--- config.mk ---
export PLATFORM = sky130hd
export DESIGN_NAME = aes_round_sequencer
export DESIGN_NICKNAME = d
export VERILOG_FILES = /design/src/rtl/aes_round_sequencer.sv
export SDC_FILE = /design/constraint.sdc
export NUM_CORES = 1
export LEC_CHECK = 0
export BUFFER_PORTS_ARGS = -buffer_cell sky130_fd_sc_hd__buf_2
export CAP_MARGIN = 5
export CORE_AREA = 4 4 252 254
export CTS_BUF_LIST = sky130_fd_sc_hd__clkbuf_16
export DETAILED_ROUTE_END_ITERATION = 6
export DIE_AREA = 0 0 256 258
export GPL_ROUTABILITY_DRIVEN = 0
export PLACE_DENSITY_LB_ADDON = 0.1
export SYNTH_ARGS = -nofsm -noshare
export SYNTH_HDL_FRONTEND = slang
export SYNTH_SLANG_ARGS = --single-unit
export TNS_END_PERCENT = 30
--- constraint.sdc ---
create_clock -name clk -period 3.6 [get_ports clk]
set_input_delay 0.36 -clock clk [delete_from_list [all_inputs] [get_ports clk]]
set_output_delay 0.36 -clock clk [all_outputs]
set_load 0.01 [all_outputs]
--- src/rtl/aes_round_sequencer.sv ---
// AES round sequencer: owns the 4x4 byte state, walks it through the
// initial AddRoundKey, NR-1 full rounds and the final round. Round keys
// arrive over a req/valid handshake; SubBytes/ShiftRows/MixColumns live
// outside and are reached through the rf_* ports.
//
// state    | meaning
// ---------+----------------------------------------------------------
// IDLE     | waiting for start; ct_out/ct_valid hold the last result
// WAIT_KEY | key_req high, one AddRoundKey per key handshake
// DONE     | one-cycle completion pulse, result marked valid on exit
module aes_round_sequencer #(
  parameter int NR = 10,
  parameter int RW = 4
) (
  input  logic                    clk,
  input  logic                    rst_n,
  input  logic                    start,
  input  logic [0:3][0:3][7:0]    pt_in,
  input  logic                    abort,
  output logic                    ready,
  output logic                    busy,
  output logic                    key_req,
  output logic [RW-1:0]           key_round,
  input  logic                    key_valid,
  input  logic [0:3][0:3][7:0]    key_in,
  output logic [0:3][0:3][7:0]    rf_state,
  output logic                    rf_final,
  input  logic [0:3][0:3][7:0]    rf_result,
  output logic [0:3][0:3][7:0]    ct_out,
  output logic                    ct_valid,
  output logic                    done
);

  typedef enum logic [1:0] {
    IDLE     = 2'd0,
    WAIT_KEY = 2'd1,
    DONE     = 2'd2
  } state_e;

  localparam logic [RW-1:0] LP_NR = RW'(NR);

  state_e                 r_fsm;
  state_e                 w_fsm_nxt;
  logic [RW-1:0]          r_round;
  logic [RW-1:0]          w_round_nxt;
  logic [0:3][0:3][7:0]   r_data;
  logic [0:3][0:3][7:0]   w_data_nxt;
  logic                   r_ct_valid;
  logic                   w_ct_valid_nxt;

  logic                   w_last_round;
  logic [0:3][0:3][7:0]   w_ark_src;
  logic [0:3][0:3][7:0]   w_ark;

  assign w_last_round = (r_round == LP_NR);

  // Round 0 is the bare key addition; later rounds add the key to the round-function output.
  always_comb begin
    w_ark_src = (r_round == '0) ? r_data : rf_result;
    for (int r = 0; r < 4; r++) begin
      for (int c = 0; c < 4; c++) begin
        w_ark[r][c] = w_ark_src[r][c] ^ key_in[r][c];
      end
    end
  end

  // State register, round counter and result-valid flag.
  always_ff @(posedge clk or negedge rst_n) begin
    if (!rst_n) begin
      r_fsm      <= IDLE;
      r_round    <= '0;
      r_data     <= '0;
      r_ct_valid <= 1'b0;
    end else begin
      r_fsm      <= w_fsm_nxt;
      r_round    <= w_round_nxt;
      r_data     <= w_data_nxt;
      r_ct_valid <= w_ct_valid_nxt;
    end
  end

  // Next-state logic; abort wins over a same-cycle key handshake and
  // leaves the data register untouched.
  always_comb begin
    w_fsm_nxt      = r_fsm;
    w_round_nxt    = r_round;
    w_data_nxt     = r_data;
    w_ct_valid_nxt = r_ct_valid;
    case (r_fsm)
      IDLE: begin
        if (start && !abort) begin
          w_data_nxt     = pt_in;
          w_round_nxt    = '0;
          w_ct_valid_nxt = 1'b0;
          w_fsm_nxt      = WAIT_KEY;
        end
      end
      WAIT_KEY: begin
        if (abort) begin
          w_fsm_nxt      = IDLE;
          w_round_nxt    = '0;
          w_ct_valid_nxt = 1'b0;
        end else if (key_valid) begin
          w_data_nxt = w_ark;
          if (w_last_round) begin
            w_fsm_nxt = DONE;
          end else begin
            w_round_nxt = r_round + 1'b1;
          end
        end
      end
      DONE: begin
        w_fsm_nxt   = IDLE;
        w_round_nxt = '0;
        if (abort) begin
          w_ct_valid_nxt = 1'b0;
        end else begin
          w_ct_valid_nxt = 1'b1;
        end
      end
      default: begin
        w_fsm_nxt      = IDLE;
        w_round_nxt    = '0;
        w_ct_valid_nxt = 1'b0;
      end
    endcase
  end

  // Status and handshake outputs decoded from the current state.
  always_comb begin
    ready     = (r_fsm == IDLE);
    busy      = (r_fsm == WAIT_KEY) || (r_fsm == DONE);
    key_req   = (r_fsm == WAIT_KEY);
    key_round = r_round;
    rf_final  = (r_fsm == WAIT_KEY) && w_last_round;
    done      = (r_fsm == DONE) && !abort;
    rf_state  = r_data;
    ct_out    = r_data;
    ct_valid  = r_ct_valid;
  end

endmodule

==> results of run 1 <==
[routing by layer]
layer  share of wire  routed length (um)  up-vias
li1                -                   -     4947
met1            0.41               20900     5066
met2            0.51               25900      413
met3           0.070                3550       44
met4          0.0099                 506       14
met5          0.0018                  92        -
[power by group through the flow]
stage	Sequential, W	Combinational (W)	Clock, W
CTS	0.00324	0.00640	0.00210
global placement	0.00323	0.00640	0
finish	0.00321	0.00625	0.00200
detailed placement	0.00326	0.00638	0
floorplan	0.00325	0.00432	0
global route	0.00333	0.00678	0.00216
[sequential cells by signal (all words and copies together) (netlist names)]
register,count
ct_out,128
key_round,4
r_fsm,2
ct_valid,1
[cell families (layout without fill, tap and decap cells)]
kind of cell	count (synthesis)	count (layout)	share of synthesized area
AO/OA/AOI/OAI	266	266	0.209
XOR/XNOR	258	258	0.217
adder cells (fa/ha/maj)	6	6	0.00720
buffers and inverters	218	710	0.138
flip-flops	135	135	0.324
multiplexers	2	2	0.00216
other	0	7	0
AND/OR/NAND/NOR	277	277	0.103
[synthesized netlist by cell type (4+ instances only)]
cell and count:
sky130_fd_sc_hd__ha_1 6, sky130_fd_sc_hd__xnor2_1 258, sky130_fd_sc_hd__buf_2 40, sky130_fd_sc_hd__dfrtp_1 135, sky130_fd_sc_hd__o32a_1 128, sky130_fd_sc_hd__clkbuf_1 26
sky130_fd_sc_hd__nand3_1 4, sky130_fd_sc_hd__nor2_1 262, sky130_fd_sc_hd__buf_4 133, sky130_fd_sc_hd__inv_1 6, sky130_fd_sc_hd__buf_6 10, sky130_fd_sc_hd__o22ai_1 128
[critical path: cells and delay by family, from the launching register on]
family,cells,cell delay [ns]
simple gates,1,0.59
fa+ha+maj,1,0.41
buf+inv,2,0.53
compound gates,2,0.34
flops,1,0.39
[cell type report]
class | instances | area (um^2) | area share
Clock buffer | 17 | 425 | 0.0299
Inverter | 6 | 22.5 | 0.00159
Timing Repair Buffer | 672 | 3530 | 0.249
Multi-Input combinational cell | 809 | 5630 | 0.396
Antenna cell | 7 | 17.5 | 0.00123
Clock inverter | 15 | 210 | 0.0148
Tap cell | 790 | 988 | 0.0696
Sequential cell | 135 | 3380 | 0.238
[repair_timing]
action / 4_1_cts / 5_1_grt
setup endpoints to repair: 0 / 0
resized for setup: 0 / 0
hold buffers: 1 / 0
endpoints found under the hold margin: 61 / 0
[final timing paths]
kind	from	to	slack, ns	depth (start not counted)
max	r_fsm[1]	ct_out[111]	1.16	6
min	key_valid	key_round[1]	0.22	3
max reg2reg	r_fsm[1]	ct_out[111]	1.16	6
min reg2reg	ct_valid	ct_valid	0.51	1
max in group asynchronous	rst_n	ct_out[97]	2.21	3
min in group asynchronous	rst_n	ct_out[46]	0.45	2
[through the flow]
step / power, W / hold WS (ns) / instances
after global placement: 0.00963 / 0.434 / 2411
after CTS: 0.0117 / 0.167 / 2444
after detailed placement: 0.00964 / 0.431 / 2411
after global routing: 0.0123 / 0.215 / 2444
final: 0.0115 / 0.224 / 2451
after floorplan: 0.00758 / 0.0644 / 1162
==> metrics.md, run 1 <==
| Metric | Value |
|---|---|
| Count of state elements after synthesis | ~140 |
| Clock tree from TritonCTS | yes |
| Detailed-route DRC error count | 0 |
| Sequence of cells on the critical path | inv_1 -> ha_1 -> nand3_4 -> buf_12 -> o22ai_1 -> o32a_1 |
| Number of buffer cells added on primary ports | about 650 |
| Number of library cell types mapped by synthesis | 29 |
| Share of total power in sequential cells | 0.280 |
| DP Area | between 10,000 and 15,000 um^2 |
| Nature of the critical path endpoint | register |
| Setup repair after global routing missed its margin | false |
| Sequential share of the synthesized area | 0.324 |
| Most heavily used metal layer in global routing | met2 |
| Fraction of synthesis flops using an asynchronous set or reset pin | 1.00 |
| H-Tree Level Count | 4 |
| Placement Rows | between 90 and 100 |
| Total via count in the routed design | 10,500 |
| Delay contributed by the slowest stage of the critical path | 0.59 ns |
| Average size of a mapped cell | between 8 and 9 um^2 |
| CTS Buffer Depth | 2 |
| Minimum setup slack in the final design | 1.16 ns |
| Antenna violations before repair | 13 |
| Post-route minimum period | approximately 2.4 ns |
| Height of the die | ~260 um |
| Most used cells in the layout excluding fill and tap cells | sky130_fd_sc_hd__buf_2 (652), sky130_fd_sc_hd__nor2_1 (261), sky130_fd_sc_hd__xnor2_1 (258), sky130_fd_sc_hd__dfrtp_1 (135) |
| Final count of hold timing violations | 0 |
| Remaining Overflow, GRT | 0 |
| Cell internal power dissipation | roughly 0.0063 W |
| Number of DRC markers after the initial detailed-route iteration | 460 |
| Maximum fanout along the worst path | 66 |
| Layout overhead on the synthesized area | 36.3% |
| Net count after synthesis | ~1,600 |
| Number of maximum-capacitance violations | 0 |
| Clock input transition at the sequential cells of the worst setup and hold paths | around 0.060 ns |
| NetSw | 0.00518 W |
| Kind of critical path | register to register |
| GRT Overall Usage | 0.148 |
| Proportion of power drawn by the clock network | 0.175 |
| Met1 GRT Util | 0.175 |
| Top FF cell, synth | sky130_fd_sc_hd__dfrtp_1 |
| Average vias per placed instance | ~4.3 |
| Hpwl dp | ~37,000 um |
| First-pass DRT Iterations | 5 |
| Largest cells by area after synthesis | sky130_fd_sc_hd__dfrtp_1 (32%), sky130_fd_sc_hd__xnor2_1 (22%), sky130_fd_sc_hd__o32a_1 (12%) |
| Biggest area consumer among synthesized cells | sky130_fd_sc_hd__dfrtp_1 |
| Clock buffers created by TritonCTS | 17 |
| Summed area of non-filler cells in the final layout | 14,200 um^2 |
| Slew of the pin with the lowest slew margin | 0.788 ns |
| Maximum clock frequency | between 400 and 500 MHz |
| Cell with the biggest individual delay on the critical path | sky130_fd_sc_hd__nand3_4 |
| Final antenna-violating net count | 0 |
| Master cell of the clock root buffer | sky130_fd_sc_hd__clkbuf_16 |
| Detailed-route wire length per cell | just over 20 um |
| Final cycle utilization of the critical path | 0.678 |
| Share of the synthesized area in the top cell type | 0.324 |
| Final routed wirelength across all metal layers | just over 50,000 um |
| Final-layout setup total negative slack | 0 ns |
| WP data required | 4.01 ns |
| Core footprint | ~61,000 um^2 |
| Worst relative slew slack | 0.475 |
| Met3 track demand over resource in global routing | 0.0493 |
| Layout cell share with drive strength beyond 1 | 0.428 |
| Switching portion of total power | 0.452 |
| Initial Utilization | 0.170 |
| Static Leakage | just under 6 nW |
| Area of the mapped netlist | between 10,000 and 15,000 um^2 |
| Most common cell after layout, fill and taps aside | sky130_fd_sc_hd__buf_2 |
| Count of fill cells added during filler insertion | just under 7,000 |
| Peak supply drop | between 0.4 and 0.5 mV |
| Class of the most critical hold timing path | input port to register |
| Post-CTS setup-driven buffer insertion count | 0 |
| Maximum number of pins on one net before global-route repair | 114 |
| Via count of the first global-routing pass | roughly 11,000 |
| Max-slew violation total from the final report | 0 |
| Worst clock skew on the final layout | 0.00902 ns |
| Power density cells | ~810 nW/um^2 |
| Post-layout nets | between 2,000 and 2,500 |
| Launching element type of the critical path | register |
| Wire length of the first global-routing pass | approximately 74,000 um |
| WP data arrival | roughly 2.9 ns |
| Outcome | complete, no violations |
| Post-layout utilization of the core | 0.232 |
| Skew-Pair Late Insertion Delay | around 0.47 ns |
| Combinational share of power | 0.545 |
| Pre-CTS worst setup slack | approximately 1.2 ns |
| Area enclosed by the die boundary | about 66,000 um^2 |
| Final setup vio count | 0 |
| Synthesis warning total | 0 |
| Number of enable-type register cells in the synthesized netlist | 0 |
| Met2 track demand over resource in global routing | 0.264 |
| Die span in x | 256 um |
| Number of standard cells after synthesis | between 1,000 and 1,500 |
| Number of top-level pins | between 600 and 700 |
| TritonCTS Sinks | roughly 140 |
Note: power is estimated with default switching activity, not from simulation.
==> inputs of run 2 (changes only) <==
clock period = 2.19 ns   (was 3.6 ns; I/O delays follow)
==> run 2 against run 1 <==
Combinational power rose by 70%. Clock power rose by 45%. Sequential share of layout area fell by 0.52 points. Global-route usage rose by 0.054 points. Final cell count rose by 1.4%. Critical endpoint is now ct_out[91]. Largest power group unchanged. Highest routed layer unchanged.
==> metrics.md, run 2 (synthesized netlist as in run 1, its figures left out) <==
| Metric | Value |
|---|---|
| Maximum clock frequency | about 490 MHz |
| TritonCTS Sinks | ~140 |
| Most common cell after layout, fill and taps aside | sky130_fd_sc_hd__buf_2 |
| Maximum number of pins on one net before global-route repair | 70 |
| Final count of hold timing violations | 0 |
| Final setup vio count | 0 |
| Max-slew violation total from the final report | 0 |
| Detailed-route DRC error count | 0 |
| Number of DRC markers after the initial detailed-route iteration | around 360 |
| Flip-flop count of the largest register, all copies and words added | 128 |
| Sequence of cells on the critical path | inv_1 -> ha_1 -> nor2b_2 -> a2111oi_4 -> buf_4 -> buf_12 -> o32a_1 |
| Summed area of non-filler cells in the final layout | 14,500 um^2 |
| Final antenna-violating net count | 0 |
| Final-layout setup total negative slack | 0 ns |
| Core footprint | 61,300 um^2 |
| Number of maximum-capacitance violations | 0 |
| Number of buffer and inverter stages on the critical path | 3 |
| Peak supply drop | between 1 and 1.5 mV |
| Antenna violations before repair | 16 |
| Static Leakage | just over 6 nW |
| Skew-Pair Late Insertion Delay | between 0.4 and 0.5 ns |
| WP data required | 2.59 ns |
| Final cycle utilization of the critical path | 0.938 |
| Minimum setup slack in the final design | about 0.14 ns |
| Remaining Overflow, GRT | 0 |
| Class of the most critical hold timing path | input port to register |
| GRT Overall Usage | 0.149 |
| Most used cells in the layout excluding fill and tap cells | sky130_fd_sc_hd__buf_2 (652), sky130_fd_sc_hd__nor2_1 (261), sky130_fd_sc_hd__xnor2_1 (258), sky130_fd_sc_hd__dfrtp_1 (135) |
| Detailed-route wire length per cell | 20.5 um |
| Worst clock skew on the final layout | between 0.01 and 0.015 ns |
| Cell with the biggest individual delay on the critical path | sky130_fd_sc_hd__a2111oi_4 |
| Number of top-level pins | approximately 660 |
| Final routed wirelength across all metal layers | around 50,000 um |
| DP Area | between 10,000 and 15,000 um^2 |
| Power density cells | ~1300 nW/um^2 |
| Outcome | complete, no violations |
| Master cell of the clock root buffer | sky130_fd_sc_hd__clkbuf_16 |
| Launching element type of the critical path | register |
| Wire length of the first global-routing pass | about 75,000 um |
| Number of buffer cells added on primary ports | between 600 and 700 |
| CTS Buffer Depth | 2 |
| Height of the die | around 260 um |
| Worst relative slew slack | 0.479 |
| WP data arrival | 2.46 ns |
| Count of fill cells added during filler insertion | about 6,800 |
| H-Tree Level Count | 4 |
| Average vias per placed instance | ~4.3 |
| FF/Latch Area | between 3000 and 4000 um^2 |
| Pre-CTS worst setup slack | ~0.14 ns |
| Total via count in the routed design | between 10,000 and 15,000 |
| Initial Utilization | 0.170 |
| Post-route minimum period | 2.05 ns |
| Post-layout nets | 2,068 |
| Layout cell share with drive strength beyond 1 | 0.436 |
| Kind of critical path | register to register |
| Clock buffers created by TritonCTS | 17 |
| Slew of the pin with the lowest slew margin | 0.781 ns |
| Via count of the first global-routing pass | 11,100 |
| Hpwl dp | around 39,000 um |
| Placement Rows | 91 |
| First-pass DRT Iterations | 4 |
| Maximum fanout along the worst path | 44 |
| Area enclosed by the die boundary | around 66,000 um^2 |
| Setup repair after global routing missed its margin | false |
| Area of combinational cells with multiple inputs | 5630 um^2 |
| Nature of the critical path endpoint | register |
| Delay contributed by the slowest stage of the critical path | 0.39 ns |
| Die span in x | between 200 and 300 um |
| Top cell family by delay on the critical path | compound AO/OA/AOI/OAI gates |
| Clock input transition at the sequential cells of the worst setup and hold paths | around 0.06 ns |
| Post-layout utilization of the core | 0.237 |
| Layout overhead on the synthesized area | 39.3% |
| Clock tree from TritonCTS | yes |
-- run 2: cell count changes in the layout (fill, tap and decap cells not counted), sizes merged --
cell      previous run  this run
buf                671       703
bufinv               5         2
clkinv               7         5
clkinvlp             2         3
diode                7        10
inv                  7        11
-- run 2: final cells by class --
cell class	count	share of cell area
multi-input combinational	809	0.388
timing repair buffer	704	0.270
sequential	135	0.233
tap	790	0.0681
clock buffer	17	0.0293
clock inverter	15	0.00853
antenna	10	0.00172
inverter	6	0.00155
-- run 2: report_power, final --
group | total [W] | internal (W) | switching (W)
Clock | 0.00290 | 0.00163 | 0.00127
Combinational | 0.0106 | 0.00505 | 0.00559
Sequential | 0.00530 | 0.00362 | 0.00168
-- run 2: stage by stage --
stage          hold WS (ns)  std cells  total power (W)
2_1_floorplan       -0.0766       1162           0.0125
3_3_place_gp          0.236       2443           0.0162
3_5_place_dp          0.228       2443           0.0162
4_1_cts              0.0422       2476           0.0193
5_1_grt              0.0842       2482           0.0202
6_report              0.101       2486           0.0188
-- run 2: metal layers --
layer / GRT usage / up-vias / share of wire
met5: 0 / - / 0.0015
met4: 0.0457 / 12 / 0.018
met3: 0.0447 / 46 / 0.067
met2: 0.266 / 420 / 0.51
met1: 0.171 / 5118 / 0.40
li1: - / 5004 / -
-- run 2: worst min-delay path: cells and delay by family --
family / cells / cell delay (ns)
buffers and inverters: 1 / 0.14
and+or+nand+nor: 1 / 0.08
AOI/OAI and AO/OA: 1 / 0.09
-- run 2: final timing paths --
check                           from          to  slack, ns  depth (start not counted)
hold / removal             key_valid    r_fsm[1]       0.10                          3
max in group asynchronous      rst_n   ct_out[9]       1.26                          3
setup reg to reg            r_fsm[0]  ct_out[91]       0.14                          7
min in group asynchronous      rst_n  ct_out[35]       0.28                          2
hold reg to reg             ct_valid    ct_valid       0.53                          1
setup / recovery            r_fsm[0]  ct_out[91]       0.14                          7
-- run 2: timing repair --
item,in CTS,in global routing
buffers inserted,0,0
setup endpoints to repair,0,1
gates resized for setup,0,1
hold endpoints to repair,37,0
hold buffers,1,0
==> inputs of run 3 (changes only) <==
clock period = 1.9 ns   (was 2.19 ns; I/O delays follow)
==> run 3 against run 2 <==
The run now ends with setup timing left. Critical path type unchanged. Critical path depth grew 1. Critical endpoint is now ct_out[16]. Highest routed layer unchanged. Largest cell class unchanged. Via count rose by 4.0%. Largest power group unchanged. Worst hold slack gained 0.0087 ns.
==> metrics.md, run 3 (synthesized netlist as in run 1, its figures left out) <==
| Metric | Value |
|---|---|
| Minimum setup slack in the final design | -0.00386 ns |
| Post-route minimum period | between 1.5 and 2 ns |
| Average vias per placed instance | between 4 and 5 |
| Worst relative slew slack | 0.439 |
| WP data arrival | roughly 2.3 ns |
| Most common cell after layout, fill and taps aside | sky130_fd_sc_hd__buf_2 |
| Final antenna-violating net count | 0 |
| Hold-critical path depth | 4 |
| Detailed-route DRC error count | 0 |
| Total via count in the routed design | between 10,000 and 15,000 |
| Cell with the biggest individual delay on the critical path | sky130_fd_sc_hd__dfrtp_1 |
| First-pass DRT Iterations | 4 |
| Kind of critical path | register to register |
| Area enclosed by the die boundary | about 66,000 um^2 |
| Number of DRC markers after the initial detailed-route iteration | between 400 and 500 |
| Placed cell count | 2,462 |
| WP data required | ~2.3 ns |
| Initial Utilization | 0.170 |
| Met3 track demand over resource in global routing | 0.0516 |
| Summed area of non-filler cells in the final layout | roughly 16,000 um^2 |
| Number of top-level pins | 655 |
| Met2 track demand over resource in global routing | 0.288 |
| Placement Rows | 91 |
| Slew of the pin with the lowest slew margin | 0.842 ns |
| Outcome | finished, violations left |
| Final count of hold timing violations | 0 |
| Failing checks | setup timing |
| Via count of the first global-routing pass | approximately 11,000 |
| Met1 GRT Util | 0.178 |
| Post-layout nets | about 2,100 |
| CTS Buffer Depth | 2 |
| Final routed wirelength across all metal layers | around 57,000 um |
| Detailed-route wire length per cell | ~22 um |
| Sequence of cells on the critical path | ha_4 -> nand3b_1 -> buf_4 -> buf_12 -> buf_12 -> nor2_2 -> o22ai_1 -> o32a_1 |
| H-Tree Level Count | 4 |
| Hpwl dp | approximately 40,000 um |
| Pre-CTS worst setup slack | -0.119 ns |
| Number of buffer cells added on primary ports | roughly 650 |
| Post-layout utilization of the core | 0.261 |
| Most heavily used metal layer in global routing | met2 |
| GRT Overall Usage | 0.156 |
| Number of maximum-capacitance violations | 0 |
| Most used cells in the layout excluding fill and tap cells | sky130_fd_sc_hd__buf_2 (652), sky130_fd_sc_hd__xnor2_1 (258), sky130_fd_sc_hd__nor2_1 (198), sky130_fd_sc_hd__dfrtp_1 (134), sky130_fd_sc_hd__o32a_1 (128) |
| Wire length of the first global-routing pass | approximately 80,000 um |
| Clock tree from TritonCTS | yes |
| Maximum clock frequency | roughly 530 MHz |
| Final setup vio count | 2 |
| Peak supply drop | between 0.7 and 0.8 mV |
| Cell with the most instances on the worst path | sky130_fd_sc_hd__buf_12 |
| Final cycle utilization of the critical path | 1.00 |
| Height of the die | 258 um |
| DP Area | between 10,000 and 15,000 um^2 |
| Static Leakage | between 6 and 7 nW |
| Max-slew violation total from the final report | 0 |
| Skew-Pair Late Insertion Delay | around 0.48 ns |
| Master cell of the clock root buffer | sky130_fd_sc_hd__clkbuf_16 |
| Maximum fanout along the worst path | 14 |
| Flip-flop count of the largest register, all copies and words added | 128 |
| Core footprint | a little over 60,000 um^2 |
| TritonCTS Sinks | around 140 |
| Clock buffers created by TritonCTS | 17 |
| Clock input transition at the sequential cells of the worst setup and hold paths | roughly 0.07 ns |
| Final-layout setup total negative slack | -0.00404 ns |
| Power density cells | 1510 nW/um^2 |
| Layout cell share with drive strength beyond 1 | 0.499 |
| Maximum number of pins on one net before global-route repair | 69 |
| Remaining Overflow, GRT | 0 |
| Layout overhead on the synthesized area | 53.1% |
| Worst reg2reg path depth | 8 |
| Class of the most critical hold timing path | input port to register |
| Delay contributed by the slowest stage of the critical path | around 0.43 ns |
| Nature of the critical path endpoint | register |
| Worst clock skew on the final layout | ~0.015 ns |
| Antenna violations before repair | 15 |
| Launching element type of the critical path | register |
| Count of non-filler cells in the finished layout | 2,548 |
| Setup repair after global routing missed its margin | true |
| Die span in x | ~260 um |
[run 3: worst paths after layout]
| check | startpoint | end | slack, ns |
|---|---|---|---|
| setup reg to reg | r_fsm[0] | ct_out[16] | -0.004 |
| hold / removal | rf_result[9] | ct_out[9] | 0.11 |
| max in group asynchronous | rst_n | key_round[1] | 1.07 |
| setup / recovery | r_fsm[0] | ct_out[16] | -0.004 |
| min in group asynchronous | rst_n | ct_out[46] | 0.20 |
| hold reg to reg | ct_valid | ct_valid | 0.50 |
[run 3: where the power goes]
group | internal [W] | total [W] | switching [W] | leakage (nW)
registers | 0.00417 | 0.00611 | 0.00193 | 1.47
logic | 0.00742 | 0.0147 | 0.00729 | 4.91
clock network | 0.00174 | 0.00323 | 0.00148 | 0.245
[run 3: routing by layer]
layer  part of all wire  vias up
li1                   -     5165
met1               0.39     5381
met2               0.53      434
met3              0.067       37
met4             0.0082       12
met5             0.0013        -
[run 3: area by class of cell]
type / count / area (um^2)
Antenna cell: 9 / 22.5
Clock buffer: 17 / 425
Clock inverter: 13 / 92.6
Fill cell: 6738 / 45300
Inverter: 6 / 22.5
Multi-Input combinational cell: 809 / 5880
Sequential cell: 135 / 3380
Tap cell: 790 / 988
Timing Repair Buffer: 769 / 5160
[run 3: worst max-delay path, delay by kind of cell, from the launching register on]
family	cells	cell delay [ns]
AO/OA/AOI/OAI	2	0.37
adder cells (fa/ha/maj)	1	0.20
buffers and inverters	3	0.48
flip-flops	1	0.43
AND/OR/NAND/NOR	2	0.30
[run 3: what timing repair did]
item                                    4_1_cts  5_1_grt
setup buffers                                 6       13
hold buffers                                  2        0
cloned                                        6       21
pin swaps                                    15       12
resized for setup                            29      116
hold endpoints to repair                     34        0
endpoints found under the setup margin      129      129
[run 3: metrics by stage]
step	power (W)	hold slack, ns
floorplan	0.0144	-0.106
finish	0.0240	0.110
CTS	0.0232	0.0559
detailed placement	0.0192	0.158
global route	0.0257	0.0852
global placement	0.0192	0.157
